$ cat config.mk
export PLATFORM = sky130hd
export DESIGN_NAME = trig_event_capture
export DESIGN_NICKNAME = d
export VERILOG_FILES = /design/src/rtl/trig_event_capture.sv
export SDC_FILE = /design/constraint.sdc
export NUM_CORES = 1
export LEC_CHECK = 0
export ABC_AREA = 1
export BUFFER_PORTS_ARGS = -buffer_cell sky130_fd_sc_hd__buf_2
export CORE_UTILIZATION = 50
export CTS_CLUSTER_SIZE = 25
export DETAILED_ROUTE_END_ITERATION = 16
export PLACE_DENSITY = 0.78
export REMOVE_ABC_BUFFERS = 1
export SLEW_MARGIN = 40
export SYNTH_ARGS = -nofsm -noshare
export SYNTH_HDL_FRONTEND = slang
export SYNTH_SLANG_ARGS = --single-unit
$ cat constraint.sdc
create_clock -name clk -period 2.2 [get_ports clk]
set_clock_uncertainty 0.1 [all_clocks]
set_input_delay 0.33 -clock clk [delete_from_list [all_inputs] [get_ports clk]]
set_output_delay 0.33 -clock clk [all_outputs]
set_load 0.005 [all_outputs]
$ cat src/rtl/trig_event_capture.sv
// Turns each rising qualified trigger into one {count, gap} record in a single-entry valid/ready slot.
// Build option: define TRIG_EVT_GAP_EN to include the inter-event gap timer (otherwise evt_gap is 0).
module trig_event_capture #(
  parameter int CNT_W = 8,
  parameter int GAP_W = 16
) (
  input  logic             clk,
  input  logic             rst_n,
  input  logic             trigger,
  input  logic             clear,
  output logic             evt_valid,
  input  logic             evt_ready,
  output logic [CNT_W-1:0] evt_count,
  output logic [GAP_W-1:0] evt_gap,
  output logic             overflow,
  output logic             armed
);

  localparam logic [0:0] ST_ARMED = 1'b0;
  localparam logic [0:0] ST_FIRED = 1'b1;

  logic             trig_q;
  logic [0:0]       state_q, state_d;
  logic [CNT_W-1:0] cnt_q, cnt_d;
  logic             evt_valid_q, evt_valid_d;
  logic [CNT_W-1:0] evt_count_q, evt_count_d;
  logic             overflow_q, overflow_d;
  logic             edge_det;
  logic             load;

  // Registered trigger gives the one-cycle detection latency and isolates the input.
  assign edge_det = (state_q == ST_ARMED) && trig_q;
  assign load     = edge_det && !clear && (!evt_valid_q || evt_ready);

  always_comb begin
    state_d = state_q;
    case (state_q)
      ST_ARMED: if (trig_q)  state_d = ST_FIRED;
      default:  if (!trig_q) state_d = ST_ARMED;
    endcase
  end

  always_comb begin
    cnt_d       = cnt_q;
    evt_valid_d = evt_valid_q;
    evt_count_d = evt_count_q;
    overflow_d  = overflow_q;
    if (clear) begin
      cnt_d       = '0;
      evt_valid_d = 1'b0;
      overflow_d  = 1'b0;
    end else begin
      if (edge_det) cnt_d = cnt_q + 1'b1;
      if (evt_valid_q && evt_ready) evt_valid_d = 1'b0;
      if (load) begin
        evt_valid_d = 1'b1;
        evt_count_d = cnt_q + 1'b1;
      end
      // Dropped records still advance cnt, so the count gap exposes the loss.
      if (edge_det && evt_valid_q && !evt_ready) overflow_d = 1'b1;
    end
  end

  always_ff @(posedge clk or negedge rst_n) begin
    if (!rst_n) begin
      trig_q      <= 1'b0;
      state_q     <= ST_ARMED;
      cnt_q       <= '0;
      evt_valid_q <= 1'b0;
      evt_count_q <= '0;
      overflow_q  <= 1'b0;
    end else begin
      trig_q      <= trigger;
      state_q     <= state_d;
      cnt_q       <= cnt_d;
      evt_valid_q <= evt_valid_d;
      evt_count_q <= evt_count_d;
      overflow_q  <= overflow_d;
    end
  end

`ifdef TRIG_EVT_GAP_EN
  logic [GAP_W-1:0] gap_cnt_q, gap_cnt_d;
  logic [GAP_W-1:0] evt_gap_q, evt_gap_d;

  // All-ones doubles as "no previous event" and "saturated".
  always_comb begin
    gap_cnt_d = gap_cnt_q;
    evt_gap_d = evt_gap_q;
    if (clear) begin
      gap_cnt_d = '1;
    end else if (edge_det) begin
      gap_cnt_d = GAP_W'(1);
    end else if (gap_cnt_q != '1) begin
      gap_cnt_d = gap_cnt_q + 1'b1;
    end
    if (load) evt_gap_d = gap_cnt_q;
  end

  always_ff @(posedge clk or negedge rst_n) begin
    if (!rst_n) begin
      gap_cnt_q <= '1;
      evt_gap_q <= '0;
    end else begin
      gap_cnt_q <= gap_cnt_d;
      evt_gap_q <= evt_gap_d;
    end
  end

  assign evt_gap = evt_gap_q;
`else
  assign evt_gap = '0;
`endif

  assign evt_valid = evt_valid_q;
  assign evt_count = evt_count_q;
  assign overflow  = overflow_q;
  assign armed     = (state_q == ST_ARMED);

endmodule

==> out/qor.log <==
qor: clock_network.tritoncts done
qor: clock_network.cts_htree_levels 1
qor: critical_path.capturing_point_of_the_worst_reg2reg_path cnt_q[6]
qor: floorplanning.ioPinCount 32
qor: hold_path.hold_depth 1
qor: placed_design.post-place-ws 0.8497 ns
qor: critical_path.critPathRequiredTime 2.29 ns
qor: sta.grt_setup_unrepaired false
qor: power.pwr_density_cell 554.8 nW/um^2
qor: logic_synthesis.postSynthAreaPerCell 8.612 um^2
qor: power.intPower 463.1 uW
qor: drt.dr_total_vias 759
qor: critical_path.worstSetupStartpointType register
qor: final_layout.final_layout_size_suffix_gt1_frac 0.2044
qor: global_routing.grt_start_max_net_pins 21
qor: floorplanning.fp-row-count 16
qor: critical_path.endpoint_kind register
qor: logic_synthesis.yosys_warnings 0
qor: clock_network.clock_sinks 20
qor: placed_design.port_buffers 15
qor: drt.detail-route-antenna-nets 0
qor: logic_synthesis.synth-seq-cells 20
qor: final_layout.multi_input_comb_area 412.9 um^2
qor: final_layout.antennaDiodeCount 0
qor: critical_path.worst-r2r-setup-slack 0.84 ns
qor: critical_path.crit_fanout 6
qor: clock_network.cts_made_buffers 3
qor: logic_synthesis.synth_cell_types 18
qor: power.proportion_of_power_drawn_by_the_clock_network 0.266
qor: logic_synthesis.syn-instance-count 120
qor: sta.final-max-slew-violation-count 0
qor: hold_path.hold_path.class input port to register
qor: drt.routed_via_density 4.628
qor: clock_network.clockBufferDepth 2
qor: final_layout.finalNetCount 145
qor: drt.wl 1.634 mm
qor: drt.drcViolationCount 0
qor: final_layout.instances_no_fill 164
qor: final_layout.final-seq-area 500.5 um^2
qor: floorplanning.die_w 47.47 um
qor: logic_synthesis.yosys.cell_count.top_type sky130_fd_sc_hd__nand2_1
qor: global_routing.antenna_found_initial 0
qor: hold_path.hold_path_startpoint trigger
qor: sta.achievable-frequency 0.7370 GHz
qor: logic_synthesis.cell_types_with_the_highest_counts_after_synthesis sky130_fd_sc_hd__nand2_1 (40), sky130_fd_sc_hd__dfrtp_1 (20), sky130_fd_sc_hd__buf_4 (16)
qor: final_layout.layout.filler_cells 200
qor: placed_design.post-place-cells 160
qor: global_routing.wire_length_of_the_first_global_routing_pass 2.766 mm
qor: logic_synthesis.synthFlopType sky130_fd_sc_hd__dfrtp_1
qor: power.switchingPower 147.1 uW
qor: critical_path.critPathKind register to register
qor: logic_synthesis.post_synth_main_area_contributors sky130_fd_sc_hd__dfrtp_1 (48%), sky130_fd_sc_hd__nand2_1 (15%), sky130_fd_sc_hd__buf_4 (12%)
qor: critical_path.arrival_time_at_the_worst_endpoint 1.45 ns
qor: floorplanning.die_height 47.47 um
qor: logic_synthesis.area_share_of_the_largest_cell_type_after_synthesis 0.4843
qor: logic_synthesis.postSynth.asyncResetShare 1.000
qor: floorplanning.start_util 0.5268
qor: critical_path.ff2ff_path_depth 6
qor: run.max_cap_violations 0
qor: sta.final.setup.tns 0 ns
qor: logic_synthesis.synth_edf_count 0
qor: placed_design.post-dp-hpwl 1.228 mm
qor: drt.drt_iter0_drc 12
qor: global_routing.global_route.overflow_total 0
qor: sta.post-route-period-util 0.6168
qor: global_routing.gr-usage-all-layers 0.1824
qor: sta.period_minus_slack 1.357 ns
qor: critical_path.worst_r2r_startpoint cnt_q[0]
qor: sta.hold_violations 0
qor: placed_design.gp_routability_congestion 0.8181
qor: logic_synthesis.synth_area_leader_cell sky130_fd_sc_hd__dfrtp_1
qor: sta.setup_slack 0.8431 ns
qor: drt.wire_per_inst 9.963 um
qor: power.vdd_drop_max 0.0003314 V
qor: power.sequentialPowerShare 0.637
qor: final_layout.layout_area_growth_over_synthesis 6.416%
qor: floorplanning.core_area 1962 um^2
qor: clock_network.worstSkewPairLatency 0.29 ns
qor: sta.setup-violations-final 0
qor: hold_path.hold_end trig_q
qor: power.combPwrFrac 0.097
qor: power.power.share.switching 0.2410
qor: clock_network.cts_root_buf sky130_fd_sc_hd__clkbuf_4
qor: status.outcome completed
qor: power.power.static_leakage 0.6109 nW
qor: floorplanning.die_area 2253 um^2
qor: logic_synthesis.sequential_area_share_after_synthesis 0.4843
qor: global_routing.first_global_vias 671
qor: logic_synthesis.cell_area_after_synthesis 1033 um^2
qor: sta.whs 0.03684 ns
qor: drt.detailed_routing_iteration_count_for_the_pre_antenna_repair_pass 4
qor: clock_network.clk_transition_reported_paths 0.10 ns
## area by class of cell
cell class | instances | share of cell area
Tap cell | 27 | 0.03072
Inverter | 12 | 0.04096
Sequential cell | 20 | 0.4551
Clock buffer | 3 | 0.02048
Multi-Input combinational cell | 86 | 0.3754
Timing Repair Buffer | 16 | 0.07736
## timing repair
item                       CTS  global route
hold endpoints to repair    20             0
setup endpoints to repair    0             0
hold buffers                 1             0
gates resized for setup      0             0
setup buffers                0             0
## worst max-delay path: stages (launching register included)
cell and delay [ns]:
sky130_fd_sc_hd__dfrtp_1 0.47, sky130_fd_sc_hd__ha_1 0.22, sky130_fd_sc_hd__nand3_1 0.15, sky130_fd_sc_hd__nor2_1 0.12, sky130_fd_sc_hd__nand2_1 0.07, sky130_fd_sc_hd__nand3_1 0.08, sky130_fd_sc_hd__nand2_1 0.05
## worst max path at each step
stage,cells after the start,endpoint,from,slack [ns]
floorplan,6,cnt_q[6],cnt_q[0],0.99
detailed placement,6,cnt_q[6],cnt_q[0],0.85
finish,6,cnt_q[6],cnt_q[0],0.84
global placement,7,evt_count[0],clear,0.88
global route,6,cnt_q[6],cnt_q[0],0.69
CTS,6,cnt_q[6],cnt_q[0],0.84
## cells in the final DEF, fill, tap and decap left out
cell,synthesis,final
sky130_fd_sc_hd__buf_2,0,15
sky130_fd_sc_hd__dfrtp_1,20,20
sky130_fd_sc_hd__nor2_4,1,1
sky130_fd_sc_hd__o21bai_1,2,2
sky130_fd_sc_hd__nand2_1,40,40
sky130_fd_sc_hd__clkbuf_4,0,3
sky130_fd_sc_hd__xnor2_1,3,3
sky130_fd_sc_hd__inv_1,9,9
sky130_fd_sc_hd__nand2_2,2,2
sky130_fd_sc_hd__o21ai_0,4,4
sky130_fd_sc_hd__nand3_4,1,1
sky130_fd_sc_hd__o21ai_2,3,3
sky130_fd_sc_hd__conb_1,1,16
sky130_fd_sc_hd__dlygate4sd3_1,0,1
sky130_fd_sc_hd__nand3_1,8,8
sky130_fd_sc_hd__ha_1,1,1
sky130_fd_sc_hd__o22ai_1,1,1
sky130_fd_sc_hd__inv_2,3,3
sky130_fd_sc_hd__nor2_1,4,4
## sequential cells by signal (all words and copies together) (netlist names)
name       flops
state_q        1
trig_q         1
overflow       1
cnt_q          8
evt_valid      1
evt_count      8
## power by group through the flow
stage	Combinational, mW	Clock [mW]	Sequential, mW
finish	0.0593	0.162	0.389
global route	0.0714	0.191	0.391
CTS	0.0605	0.175	0.389
detailed placement	0.0593	0	0.396
global placement	0.0580	0	0.395
floorplan	0.0324	0	0.396
## per-stage QoR
stage	util	power [mW]	cell area (um^2)
after CTS	0.5606	0.6238	1100
after global placement	0.5440	0.4529	1067
after floorplan	-	0.4283	958.4
after global routing	0.5606	0.6534	1100
after detailed placement	0.5440	0.4550	1067
final	0.5606	0.6102	1100
## metal layers
| metal | GRT usage | up-vias | share of wire |
|---|---|---|---|
| met5 | 0 | - | 0 |
| li1 | - | 380 | - |
| met1 | 0.2163 | 354 | 0.45 |
| met3 | 0.03396 | 2 | 0.048 |
| met2 | 0.3096 | 23 | 0.49 |
| met4 | 0.1029 | 0 | 0.012 |
## kinds of logic (layout without fill, tap and decap cells)
family,after synthesis,after routing,synth area share
AO/OA/AOI/OAI,10,10,0.06538
XOR/XNOR,3,3,0.02543
adder cells (fa/ha/maj),1,1,0.01210
buffers and inverters,29,31,0.1707
flip-flops,20,20,0.4843
other,1,16,0.003628
AND/OR/NAND/NOR,56,56,0.2385
Power figures use the tool's default switching activity.
